[src/rtl/mips_cpu_bus_initiator.sv]
// CPU-side bus initiator: one load/store at a time, waitrequest-stalled strobes, lane-aligned extended load data.
// Optional MIPS_BUS_ALIGN_CHECK_EN rejects misaligned half/word accesses with rsp_err instead of force-aligning.
module mips_cpu_bus_initiator #(
    parameter int READ_LATENCY = 1,
    parameter int TIMEOUT      = 255
) (
    input  logic        clk,
    input  logic        reset,
    input  logic        req_valid,
    output logic        req_ready,
    input  logic        req_write,
    input  logic [1:0]  req_size,
    input  logic        req_signed,
    input  logic [31:0] req_addr,
    input  logic [31:0] req_wdata,
    output logic        rsp_valid,
    output logic [31:0] rsp_rdata,
    output logic        rsp_err,
    output logic [31:0] address,
    output logic        read,
    output logic        write,
    output logic [3:0]  byteenable,
    output logic [31:0] writedata,
    input  logic        waitrequest,
    input  logic [31:0] readdata
);

    typedef enum logic [1:0] {S_IDLE, S_BUS, S_WAITD, S_RESP} state_t;

    state_t      state_q, state_d;
    logic        write_q, signed_q, err_q;
    logic [1:0]  size_q, off_q, lat_q;
    logic [31:0] addr_q, wdata_q, rdata_q;
    logic [3:0]  be_q;
    logic [7:0]  wait_q;

    logic        req_fire, bad_d, accept, timed_out, sample;
    logic [1:0]  off_d;
    logic [3:0]  be_d;
    logic [31:0] wdata_d, lane, load_ext;

    assign req_fire  = req_valid && (state_q == S_IDLE);
    assign accept    = (state_q == S_BUS) && !waitrequest;
    assign timed_out = (state_q == S_BUS) && waitrequest && (wait_q == 8'(TIMEOUT - 1));
    assign sample    = (state_q == S_WAITD) && (lat_q == 2'd1);

    // Decode the incoming request into its aligned lane offset, enables and shifted store data.
    always_comb begin
        off_d   = 2'b00;
        be_d    = 4'b0000;
        wdata_d = 32'h0;
        bad_d   = 1'b0;
        case (req_size)
            2'b00: begin
                off_d   = req_addr[1:0];
                be_d    = 4'b0001 << req_addr[1:0];
                wdata_d = {24'h0, req_wdata[7:0]} << {req_addr[1:0], 3'b000};
            end
            2'b01: begin
                off_d   = {req_addr[1], 1'b0};
                be_d    = req_addr[1] ? 4'b1100 : 4'b0011;
                wdata_d = {16'h0, req_wdata[15:0]} << {req_addr[1], 4'b0000};
`ifdef MIPS_BUS_ALIGN_CHECK_EN
                bad_d   = req_addr[0];
`else
                bad_d   = 1'b0;
`endif
            end
            2'b10: begin
                be_d    = 4'b1111;
                wdata_d = req_wdata;
`ifdef MIPS_BUS_ALIGN_CHECK_EN
                bad_d   = |req_addr[1:0];
`else
                bad_d   = 1'b0;
`endif
            end
            default: bad_d = 1'b1;
        endcase
    end

    always_comb begin
        lane     = readdata >> {off_q, 3'b000};
        load_ext = lane;
        case (size_q)
            2'b00:   load_ext = {{24{signed_q & lane[7]}}, lane[7:0]};
            2'b01:   load_ext = {{16{signed_q & lane[15]}}, lane[15:0]};
            default: load_ext = lane;
        endcase
    end

    always_ff @(posedge clk) begin
        if (reset) state_q <= S_IDLE;
        else       state_q <= state_d;
    end

    always_comb begin
        state_d = state_q;
        case (state_q)
            S_IDLE:  if (req_fire) state_d = bad_d ? S_RESP : S_BUS;
            S_BUS: begin
                if (accept)         state_d = write_q ? S_RESP : S_WAITD;
                else if (timed_out) state_d = S_RESP;
            end
            S_WAITD: if (sample) state_d = S_RESP;
            default: state_d = S_IDLE;
        endcase
    end

    always_comb begin
        req_ready = (state_q == S_IDLE);
        read      = (state_q == S_BUS) && !write_q;
        write     = (state_q == S_BUS) && write_q;
        rsp_valid = (state_q == S_RESP);
        rsp_err   = (state_q == S_RESP) && err_q;
    end

    always_ff @(posedge clk) begin
        if (reset) begin
            write_q  <= 1'b0;
            signed_q <= 1'b0;
            err_q    <= 1'b0;
            size_q   <= 2'b00;
            off_q    <= 2'b00;
            lat_q    <= 2'b00;
            addr_q   <= 32'h0;
            wdata_q  <= 32'h0;
            rdata_q  <= 32'h0;
            be_q     <= 4'b0000;
            wait_q   <= 8'h0;
        end else begin
            if (req_fire) begin
                write_q  <= req_write;
                signed_q <= req_signed;
                size_q   <= req_size;
                off_q    <= off_d;
                addr_q   <= {req_addr[31:2], 2'b00};
                be_q     <= bad_d ? 4'b0000 : be_d;
                wdata_q  <= bad_d ? 32'h0 : wdata_d;
                err_q    <= bad_d;
                rdata_q  <= 32'h0;
                wait_q   <= 8'h0;
            end
            if (state_q == S_BUS && waitrequest) wait_q <= wait_q + 8'd1;
            if (timed_out)                       err_q  <= 1'b1;
            if (accept)                          lat_q  <= 2'(READ_LATENCY);
            if (state_q == S_WAITD)              lat_q  <= lat_q - 2'd1;
            if (sample)                          rdata_q <= load_ext;
        end
    end

    assign address    = addr_q;
    assign byteenable = be_q;
    assign writedata  = wdata_q;
    assign rsp_rdata  = rdata_q;

endmodule

[config.mk]
export PLATFORM = sky130hd
export DESIGN_NAME = mips_cpu_bus_initiator
export DESIGN_NICKNAME = d
export VERILOG_FILES = /design/src/rtl/mips_cpu_bus_initiator.sv
export SDC_FILE = /design/constraint.sdc
export NUM_CORES = 1
export LEC_CHECK = 0
export BUFFER_PORTS_ARGS = -buffer_cell sky130_fd_sc_hd__clkbuf_2
export CAP_MARGIN = 0
export CORE_AREA = 2 2 110 112
export CTS_CLUSTER_DIAMETER = 100
export DETAILED_ROUTE_END_ITERATION = 10
export DIE_AREA = 0 0 112 114
export GPL_TIMING_DRIVEN = 0
export PLACE_DENSITY = 0.75
export SYNTH_ARGS = -nofsm -noshare
export SYNTH_HDL_FRONTEND = slang
export SYNTH_SLANG_ARGS = --single-unit
[constraint.sdc]
create_clock -name clk -period 2.5 [get_ports clk]
set_input_delay 0.375 -clock clk [delete_from_list [all_inputs] [get_ports clk]]
set_output_delay 0.375 -clock clk [all_outputs]
set_load 0.005 [all_outputs]
# Word-level counts from Yosys, hierarchy flattened
# Cells that the tools add are included.
dict set report word_totals {
  ff_bits 117
  inputBits 104
  out_inout_bits 105
}
dict set report classes {
  n_addsub 2
  eq_ne 11
  shifts 4
  muxes 23
  bitwise_logic 2
  reduce_logical 19
}
# cell count
set op_table {}
lappend op_table {{$mux 32} 3}
lappend op_table {{$pmux 32 s3} 1}
lappend op_table {{$pmux 32 s2} 1}
lappend op_table {{$shl 16x5->32} 1}
lappend op_table {{$shl 8x5->32} 1}
lappend op_table {{$shr 32x5->32} 1}
lappend op_table {{$mux 8} 2}
lappend op_table {{$mux 2} 7}
lappend op_table {{$pmux 4 s3} 1}
lappend op_table {{$add 8x1->8 const B} 1}
lappend op_table {{$eq 2x1->1 const B} 4}
lappend op_table {{$eq 8x8->1 const B} 1}
lappend op_table {{$logic_and 1x1->1} 8}
lappend op_table {{$mux 4} 2}
lappend op_table {{$reduce_bool 2->1} 4}
lappend op_table {{$eq 2x2->1 const B} 3}
lappend op_table {{$logic_not 2->1} 3}
lappend op_table {{$pmux 2 s3} 1}
lappend op_table {{$mux 1} 4}
lappend op_table {{$pmux 2 s2} 1}
lappend op_table {{$shl 1x2->4 const A} 1}
lappend op_table {{$ne 3x3->1 const B} 1}
lappend op_table {{$reduce_and 3->1} 1}
lappend op_table {{$reduce_or 3->1} 1}
lappend op_table {{5 further kinds} 7}

# Depth between registers and ports, before layout
# Gate-level depths: netlist of the first run.
dict set report logic_depth {
  ltp_word 6
  mapped_depth 9
}

# Worst setup path before layout of the first run
# No wires, ideal clock.
dict set report synth_path {
  path_kind {flip-flop to flip-flop}
  from {register state_q[0]}
  to {register rdata_q[20], in the netlist rsp_rdata[20]}
  t_arrival_ps 1743
  t_required_ps 2426
  path_slack_ps 683
  stages_incl_launch_ff 10
  period_less_slack_ps 1817
  path_cell_list {dfxtp_1 -> inv_1 -> ha_1 -> clkbuf_1 -> and2_1 -> buf_2 -> nor2_1 -> buf_2 -> a22oi_1 -> o21ai_0}
}
dict set report synth_via {
  elab_chain_len 3
  word_cells_on_any_way 6
}
# element line_no
set synth_rtl {}
lappend synth_rtl {{from (decl)} 30} ;# state_t state_q, state_d;
lappend synth_rtl {{from (signal assigned)} 94} ;# else state_q <= state_d;
lappend synth_rtl {{$eq 2x2->1 / $logic_not 2->1 (equally long branches)} {45, 42}}
lappend synth_rtl {{$logic_and 1x1->1 (on tied branches)} {45, 42}}
lappend synth_rtl {{$mux 32 / $reduce_bool 2->1 (equally long branches)} -}
lappend synth_rtl {{to (signal assigned)} 148} ;# if (sample) rdata_q <= load_ext;
lappend synth_rtl {{to (decl)} 33} ;# logic [31:0] addr_q, wdata_q, rdata_q;
# Parallel ways exist; a longest one is shown, timed or not.
# A chain may end at the register's enable or synchronous reset.

# Worst setup path after layout of the first run
# Same ends and word-level chain as after synthesis.

==> impl_results.md, run 1 <==
* IO buf count at 203
* Initial antenna violation count at 0
* Worst-path maximum fanout at 10
* Setup_tns at 0 ns
* Largest net degree at the start of global routing at 17
* CP Cell Sequence: inv_1, ha_1, clkbuf_1, and2_1, buf_2, nor2_1, buf_2, a22oi_1, o21ai_0
* Insertion delay to the later sink of the worst-skew pair at 0.41 ns
* Synth Register Bits at 117
* Final core occ at 0.594
* HP Start: req_addr[8]
* Max cap viols at 0
* Clk root buf: clkbuf_16
* Register area share after synthesis at 0.455
* Die area at 12800 µm²
* Final min period at 2.27 ns
* Core ar. at 11700 µm²
* DRT iter0 DRCs at 421
* Main flop type after synthesis: dfxtp_1
* I/O Pins at 209
* Tightest Pin Transition at 1.00 ns
* Clk slew on worst S/H paths at 0.05 ns
* Crit-path leading delay family: buffers and inverters
* Busiest layer in global routing: met2
* Pre-CTS setup slack at 0.0968 ns
* RSZ-0062 raised after global routing: false
* Met3 Resource Use GR at 0.0871
* GPL Wtd Cong at 0.908
* Fmax at 0.440 GHz
* Fin nets at 922
* FFs w/ async S/R, synth at 0
* CP Launch Type: flop
* Die width at 112 µm
* Hold_buf cts at 0
* Mapped Area at 5150 µm²
* Reg2Reg Depth at 9
* Worst r2r src: state_q[0]$_SDFFE_PP0P_
* Final setup vio count at 0
* Crit. End Element: flop
* CTS tree: yes
* Buf+Inv Stages, Crit Path at 4
* Outcome: finished, final reports clean
* CP max stage cell: nor2_1
* Antenna diode count at 0
* Req. time, crit path at 2.83 ns
* Via Count at 5252
* Worst slew margin at 0.328
* Placed cell area at 6350 µm²
* Syn Inst Count at 588
* Ys Warns at 0
* Vias in the first global route at 4997
* Final hold vios at 0
* Clock tree buffer depth at 2
* Share of layout cells above drive strength 1 at 0.329
* DP Wirelength at 11800 µm
* First-pass GRT wire length at 25300 µm
* Tot Pwr at 6.13 mW
* Number of H-tree levels at 4
* Crit Path Class: flop to flop
* Chip height at 114 µm
* Worst R2R Setup Slack at 0.23 ns
* Count of pins over their slew limit at 0
* Post-route setup slack at 0.226 ns
* Worst min path class: primary input to flop
* Starting density of the core at 0.439
* Clock skew at 0.00329 ns
* Crit Reg-Reg Endpoint: rsp_rdata[20]$_SDFFE_PP0P_
* Syn Area/Cell at 8.75 µm²
* # rows at 40
* Clk sinks at 117
* Post-synth EDFFs at 0
* Gr ovfl total at 0
* Area Growth Syn to Fin at 35.3%
* Design area at 6960 µm²
* Total routed wirelength at 15900 µm
* Hold Crit Depth at 3
* CTS Buf Count at 17
* CP max stage delay at 0.38 ns
* DR WL/cell at 16.4 µm
* Period Utilization, post-route at 0.909
* GRT Util Overall at 0.248
* LEAKAGE at 2.98 nW
* Post-route ant nets at 0
* DRC violations left at 0
* Via density at 5.41
* Number of library cell types mapped by synthesis at 48
* Crit path DAT at 2.60 ns
* Global-route track usage on met1 at 0.307
* Drt pass-1 iters at 5
* Cell mode on critical path: buf_2
* WHS Endpoint: address[8]$_SDFFE_PP0P_
* Pwr Density at 881 nW/µm²
* Met2 global-route usage at 0.410
* VDD IR max at 0.000649 V
worst register-to-register path, cell delays in order (launching register included):
cell	delay, ns
dfxtp_1	0.36
inv_1	0.09
ha_1	0.20
clkbuf_1	0.20
and2_1	0.20
buf_2	0.16
nor2_1	0.38
buf_2	0.31
a22oi_1	0.11
o21ai_0	0.18
logic make-up (layout without fill, tap and decap cells):
family	after synthesis	after routing	share of synthesized area
compound gates	186	186	0.239
fa+ha+maj	7	7	0.0170
buf+inv	62	296	0.0518
flops	117	117	0.455
mux	29	29	0.0805
other cells	1	2	0.000729
simple gates	186	186	0.156
metrics by stage:
| stage | std cells | hold slack [ns] |
|---|---|---|
| 5_1_grt | 970 | 0.172 |
| 3_5_place_dp | 939 | 0.443 |
| 4_1_cts | 970 | 0.175 |
| 2_1_floorplan | 589 | 0.445 |
| 6_report | 970 | 0.180 |
| 3_3_place_gp | 939 | 0.439 |
how the worst max path moves through the flow:
stage                             from  cells after the start                         end
3_3_place_gp   state_q[1]$_SDFFE_PP0P_                      8       off_q[1]$_SDFFE_PP0P_
2_1_floorplan  state_q[0]$_SDFFE_PP0P_                      9  rsp_rdata[20]$_SDFFE_PP0P_
4_1_cts        state_q[1]$_SDFFE_PP0P_                      8       off_q[1]$_SDFFE_PP0P_
3_5_place_dp   state_q[1]$_SDFFE_PP0P_                      8       off_q[1]$_SDFFE_PP0P_
5_1_grt        state_q[1]$_SDFFE_PP0P_                      7  writedata[30]$_SDFFE_PP0P_
6_report       state_q[0]$_SDFFE_PP0P_                      9  rsp_rdata[20]$_SDFFE_PP0P_
placed cells by master, fill, tap and decap left out, types with 2 or more instances in the layout:
master,synthesis,layout
mux2_2,9,9
nor4_1,2,2
or2_2,2,2
clkbuf_8,0,4
conb_1,1,2
nand3_1,3,3
nand2_1,97,97
a211o_1,2,2
a211oi_1,3,3
bufinv_16,0,3
clkbuf_16,0,17
nand2b_1,3,3
a32oi_1,8,8
buf_2,8,8
inv_1,8,8
clkinvlp_4,0,2
a32o_1,8,8
clkbuf_2,1,206
clkbuf_1,33,33
and2_1,6,6
o21ai_0,35,35
a222oi_1,8,8
buf_4,2,2
clkinv_2,0,4
buf_6,2,2
o41ai_1,2,2
o21ai_1,2,2
nor3_1,18,18
mux4_2,9,9
a22oi_1,41,41
buf_1,8,7
mux2i_1,11,11
o2bb2ai_1,8,8
a31oi_1,2,2
ha_1,7,7
nor2_1,42,42
nor2b_1,8,8
a21oi_1,58,58
dfxtp_1,117,117
timing repair:
item,CTS,global route
setup buffers,0,0
endpoints found under the setup margin,0,10
gates resized for setup,0,3
report_power, final:
part / leakage [nW] / switching, mW / internal (mW) / total [mW]
registers: 0.951 / 0.111 / 2.06 / 2.17
clock network: 0.298 / 0.837 / 1.66 / 2.50
logic: 1.74 / 0.917 / 0.546 / 1.46
area by class of cell:
cell class              instances  area [µm²]
flip-flops and latches        117        2340
inverters                       8        30.0
multi-input cells             410        2540
repair buffers                203        1020
fillers                      1099        4750
well taps                     147         184
plain buffers                  54         239
clock buffers                  22         484
clock inverters                 9         125
registers in the layout, indices dropped and copies added (netlist names):
| register | cells |
|---|---|
| wait_q | 8 |
| state_q | 2 |
| lat_q | 2 |
| size_q | 2 |
| signed_q | 1 |
| writedata | 32 |
| address | 30 |
| err_q | 1 |
| write_q | 1 |
| rsp_rdata | 32 |
| byteenable | 4 |
| off_q | 2 |
cell usage after synthesis, drive strengths merged, types with 2 or more instances:
cell     number  area [µm²]
a211o         2        17.5
a211oi        3        22.5
a21oi        59         299
a222oi        8        80.1
a22oi        41         308
a31oi         2        12.5
a32o          8        80.1
a32oi         8        70.1
and2          6        37.5
buf          20         108
clkbuf       34         129
dfxtp       117        2340
ha            7        87.6
inv           8        30.0
mux2          9         101
mux2i        11         110
mux4          9         203
nand2        97         364
nand2b        3        18.8
nand3         3        15.0
nor2         42         158
nor2b         8        50.1
nor3         18        90.1
nor4          2        12.5
o21ai        37         185
o2bb2ai       8        70.1
o41ai         2        17.5
or2           2        12.5
per-layer routing:
metal | vias to the layer above | wire (µm)
met4 | 0 | 189
met5 | - | 0
met3 | 17 | 1340
met1 | 2461 | 6840
li1 | 2574 | -
met2 | 200 | 7510
Power figures use the tool's default switching activity.
==> inputs of run 2 (changes only) <==
CTS_CLUSTER_SIZE = 20   (was default)
RECOVER_POWER = 50   (was default)
==> run 2 against run 1 <==
Worst setup slack improved by 0.0054 ns. Critical path depth did not move. Highest routed layer unchanged. Flip-flop and latch count unchanged. Critical path type unchanged. Global-route usage unchanged. Design area is 0.93% lower. Hold slack got worse by 0.0021 ns. Register-to-register slack about the same. Clock-buffer cell count is the same. Clock power about the same. Combinational power about the same. Utilization down 0.56 points. First-iteration DRC count grew 3.8%.
==> impl_results.md, run 2 (synthesis gave the netlist of run 1 again) <==
* Outcome: finished, final reports clean
* IO buf count at 203
* DRT iter0 DRCs at 437
* Share of layout cells above drive strength 1 at 0.265
* Die width at 112 µm
* GRT Util Overall at 0.248
* CP Cell Sequence: inv_1, ha_1, clkbuf_1, and2_1, buf_2, nor2_1, buf_2, a22oi_1, o21ai_0
* Met2 Routed Length at 7480 µm
* Most frequent cells in the layout: 155 x clkbuf_2, 117 x dfxtp_1, 97 x nand2_1, 84 x clkbuf_1, 58 x a21oi_1
* GPL Wtd Cong at 0.908
* CP max stage cell: nor2_1
* Final setup vio count at 0
* Req. time, crit path at 2.83 ns
* Gr ovfl total at 0
* DR WL/cell at 16.4 µm
* DRT met1 WL at 6870 µm
* Post-route ant nets at 0
* Crit Path Class: flop to flop
* RSZ-0062 raised after global routing: false
* Count of pins over their slew limit at 0
* LEAKAGE at 2.80 nW
* Antenna diode count at 0
* Worst slew margin at 0.324
* Final min period at 2.27 ns
* Period Utilization, post-route at 0.907
* Post-CTS Repair Setup Buffers at 0
* Fmax at 0.441 GHz
* Starting density of the core at 0.439
* Max layer used: met4
* Via density at 5.42
* Max cap viols at 0
* Setup_tns at 0 ns
* Placed cell area at 6350 µm²
* Clock skew at 0.00355 ns
* Worst-path maximum fanout at 10
* Tightest Pin Transition at 1.01 ns
* CTS Buf Count at 17
* Chip height at 114 µm
* Crit path DAT at 2.60 ns
* Pwr Density at 886 nW/µm²
* CP max stage delay at 0.38 ns
* Commonest non-fill, non-tap cell in the layout: clkbuf_2
* # rows at 40
* Core ar. at 11700 µm²
* Cell mode on critical path: buf_2
* Worst min path class: primary input to flop
* Drt pass-1 iters at 5
* Number of H-tree levels at 4
* Largest net degree at the start of global routing at 17
* CP Launch Type: flop
* First-pass GRT wire length at 25300 µm
* Clk slew on worst S/H paths at 0.05 ns
* Via Count at 5258
* Crit. End Element: flop
* DRC violations left at 0
* Met3 WL at 1360 µm
* Insertion delay to the later sink of the worst-skew pair at 0.41 ns
* CTS tree: yes
* Clk root buf: clkbuf_16
* DP Wirelength at 11800 µm
* Area Growth Syn to Fin at 34.0%
* Die area at 12800 µm²
* Clk sinks at 117
* Design area at 6900 µm²
* VDD IR max at 0.000648 V
* Initial antenna violation count at 0
* Fin nets at 922
* Clock tree buffer depth at 2
* Worst R2R Setup Slack at 0.23 ns
* I/O Pins at 209
* Final hold vios at 0
* Total routed wirelength at 15900 µm
* Vias in the first global route at 4997
[run 2: final timing paths]
| kind | start | end | cells after the start |
|---|---|---|---|
| hold / removal | req_addr[8] | address[8]$_SDFFE_PP0P_ | 3 |
| setup / recovery | state_q[0]$_SDFFE_PP0P_ | rsp_rdata[20]$_SDFFE_PP0P_ | 9 |
| setup reg to reg | state_q[0]$_SDFFE_PP0P_ | rsp_rdata[20]$_SDFFE_PP0P_ | 9 |
| hold reg to reg | address[13]$_SDFFE_PP0P_ | address[13]$_SDFFE_PP0P_ | 2 |
[run 2: layout make-up]
class | count | area, µm²
fillers | 1128 | 4810
multi-input cells | 410 | 2540
flip-flops and latches | 117 | 2340
repair buffers | 203 | 952
clock buffers | 22 | 484
plain buffers | 54 | 238
well taps | 147 | 184
clock inverters | 9 | 125
inverters | 8 | 30.0
[run 2: through the flow]
step                setup slack (ns)  instances  hold slack [ns]  utilization  power [mW]
floorplan                      0.683        589            0.445            -        3.09
global placement              0.0646        939            0.439        0.542        3.65
detailed placement            0.0968        939            0.443        0.542        3.67
CTS                           0.0794        970            0.175        0.594        6.15
global route                  0.0248        970            0.172        0.589        6.42
finish                         0.232        970            0.178        0.589        6.11
[run 2: routing by layer]
layer,GRT usage,vias up
li1,-,2577
met1,0.307,2450
met2,0.410,210
met3,0.0871,21
met4,0.0732,0
met5,0,-
[run 2: what timing repair did]
item                                    in CTS  in global routing
endpoints found under the setup margin       0                 10
hold buffers                                 0                  0
gates resized for setup                      0                  3
[run 2: worst max-delay path, delay by kind of cell, from the launching register on]
family | cells | cell delay, ns
AND/OR/NAND/NOR | 2 | 0.58
buffers and inverters | 4 | 0.75
flip-flops | 1 | 0.36
adder cells (fa/ha/maj) | 1 | 0.20
AO/OA/AOI/OAI | 2 | 0.29
[run 2: report_power, final]
group	internal, mW	switching, mW	leakage, nW
clock network	1.66	0.841	0.298
registers	2.06	0.111	0.951
logic	0.521	0.917	1.55
==> inputs of run 3 (changes only) <==
CORE_AREA = 2 2 134 136   (was 2 2 110 112)
DIE_AREA = 0 0 136 138   (was 0 0 112 114)
PLACE_DENSITY = default   (was 0.75)
SLEW_MARGIN = 25   (was default)
==> run 3 against run 2 <==
Register-to-register slack hardly changed. Clock power decreased by 4%. Critical path depth shrank 1. Utilization decreased by 19 points. Critical endpoint is now off_q[1]$_SDFFE_PP0P_. Cell count grew 8.6%. Worst setup slack improved by 0.0052 ns. Clock-buffer cell count unchanged. Via count is 0.72% lower. Hold slack better by 0.0039 ns. Flip-flop and latch count stayed put. Design area rose by 0.96%. Die area rose by 47%.
==> impl_results.md, run 3 (synthesis gave the netlist of run 1 again) <==
* GPL Wtd Cong at 0.793
* Tot Pwr at 6.02 mW
* Die width at 136 µm
* Crit. End Element: flop
* Min Hold Slack at 0.182 ns
* Crit Path Class: flop to flop
* Worst min path class: primary input to flop
* Post-CTS sizing at 0
* Final Non-Filler Cells at 1053
* Insertion delay to the later sink of the worst-skew pair at 0.41 ns
* CP endpoint: off_q[1]$_SDFFE_PP0P_
* Clk root buf: clkbuf_16
* Worst-path maximum fanout at 10
* Number of H-tree levels at 4
* Final hold vios at 0
* Req. time, crit path at 2.84 ns
* Starting density of the core at 0.293
* Via density at 4.96
* FILL cells at 1889
* First-pass GRT wire length at 26500 µm
* DRT iter0 DRCs at 250
* I/O Pins at 209
* Pwr Density at 865 nW/µm²
* Reg2Reg Depth at 8
* Largest net degree at the start of global routing at 17
* Worst slew margin at 0.262
* Area Growth Syn to Fin at 35.3%
* VDD IR max at 0.000489 V
* Final setup vio count at 0
* Total routed wirelength at 17400 µm
* Count of pins over their slew limit at 0
* Final min period at 2.26 ns
* Drt pass-1 iters at 5
* Clk slew on worst S/H paths at 0.05 ns
* CTS tree: yes
* Most frequent cells in the layout: 144 x clkbuf_2, 117 x dfxtp_1, 97 x clkbuf_1, 97 x nand2_1, 58 x a21oi_1
* Gr ovfl total at 0
* Clock skew at 0.00981 ns
* Fin nets at 922
* LEAKAGE at 2.75 nW
* Clock tree buffer depth at 2
* Hold_buf cts at 0
* Chip height at 138 µm
* Crit path DAT at 2.60 ns
* GRT Util Overall at 0.182
* Final core occ at 0.397
* Worst R2R Setup Slack at 0.24 ns
* CTS Buf Count at 17
* # rows at 49
* Vias in the first global route at 4936
* Worst r2r src: state_q[1]$_SDFFE_PP0P_
* IO buf count at 203
* Period Utilization, post-route at 0.905
* Worst setup path start: state_q[1]$_SDFFE_PP0P_
* RSZ-0062 raised after global routing: false
* Fmax at 0.442 GHz
* Commonest non-fill, non-tap cell in the layout: clkbuf_2
* DP Wirelength at 13000 µm
* CP Launch Type: flop
* Share of layout cells above drive strength 1 at 0.253
* Outcome: finished, final reports clean
* Post-Place Cells at 1021
* Clk sinks at 117
* Max cap viols at 0
* Core ar. at 17500 µm²
* Post-route ant nets at 0
* Die area at 18800 µm²
* Setup_tns at 0 ns
* DRC violations left at 0
* Crit Reg-Reg Endpoint: off_q[1]$_SDFFE_PP0P_
* DR WL/cell at 16.5 µm
* Initial antenna violation count at 1
* Post-CTS Repair Setup Buffers at 0
* Tightest Pin Transition at 1.10 ns
* Via Count at 5220
[run 3: metrics by stage]
stage	instance area (µm²)	setup slack, ns
after floorplan	5150	0.683
after global placement	6450	-0.0438
after detailed placement	6450	0.0327
after CTS	7030	0.00699
after global routing	6960	0.0178
final	6960	0.237
[run 3: where the power goes]
part / switching (mW) / internal [mW]
Combinational: 0.945 / 0.519
Sequential: 0.109 / 2.06
Clock: 0.855 / 1.53
[run 3: layer usage]
metal / part of all wire / track usage / wire (µm)
met1: 0.44 / 0.230 / 7660
met2: 0.46 / 0.289 / 8000
met3: 0.091 / 0.0693 / 1590
met4: 0.0063 / 0.0477 / 110
met5: 0 / 0 / 0
[run 3: how the worst min path moves through the flow]
stage                                 end                  startpoint  depth (start not counted)
6_report          address[7]$_SDFFE_PP0P_                 req_addr[7]                          3
5_1_grt          address[31]$_SDFFE_PP0P_                req_addr[31]                          3
4_1_cts           address[7]$_SDFFE_PP0P_                 req_addr[7]                          3
3_5_place_dp   byteenable[3]$_SDFFE_PP0P_  byteenable[3]$_SDFFE_PP0P_                          2
3_3_place_gp   writedata[27]$_SDFFE_PP0P_  writedata[27]$_SDFFE_PP0P_                          2
2_1_floorplan        write_q$_SDFFE_PP0P_        write_q$_SDFFE_PP0P_                          2
[run 3: area by class of cell]
class | count | area [µm²] | area share
repair buffers | 203 | 938 | 0.135
well taps | 229 | 287 | 0.0412
diodes | 1 | 2.50 | 0.000359
flip-flops and latches | 117 | 2340 | 0.336
clock inverters | 9 | 103 | 0.0147
clock buffers | 22 | 474 | 0.0681
multi-input cells | 410 | 2550 | 0.366
plain buffers | 54 | 238 | 0.0341
inverters | 8 | 30.0 | 0.00431
[run 3: worst max-delay path: stages (launching register included)]
cell,delay (ns)
dfxtp_1,0.33
inv_1,0.10
ha_1,0.28
and2_1,0.16
clkbuf_1,0.41
clkbuf_2,0.33
clkbuf_2,0.30
nand2_1,0.12
a21oi_1,0.15
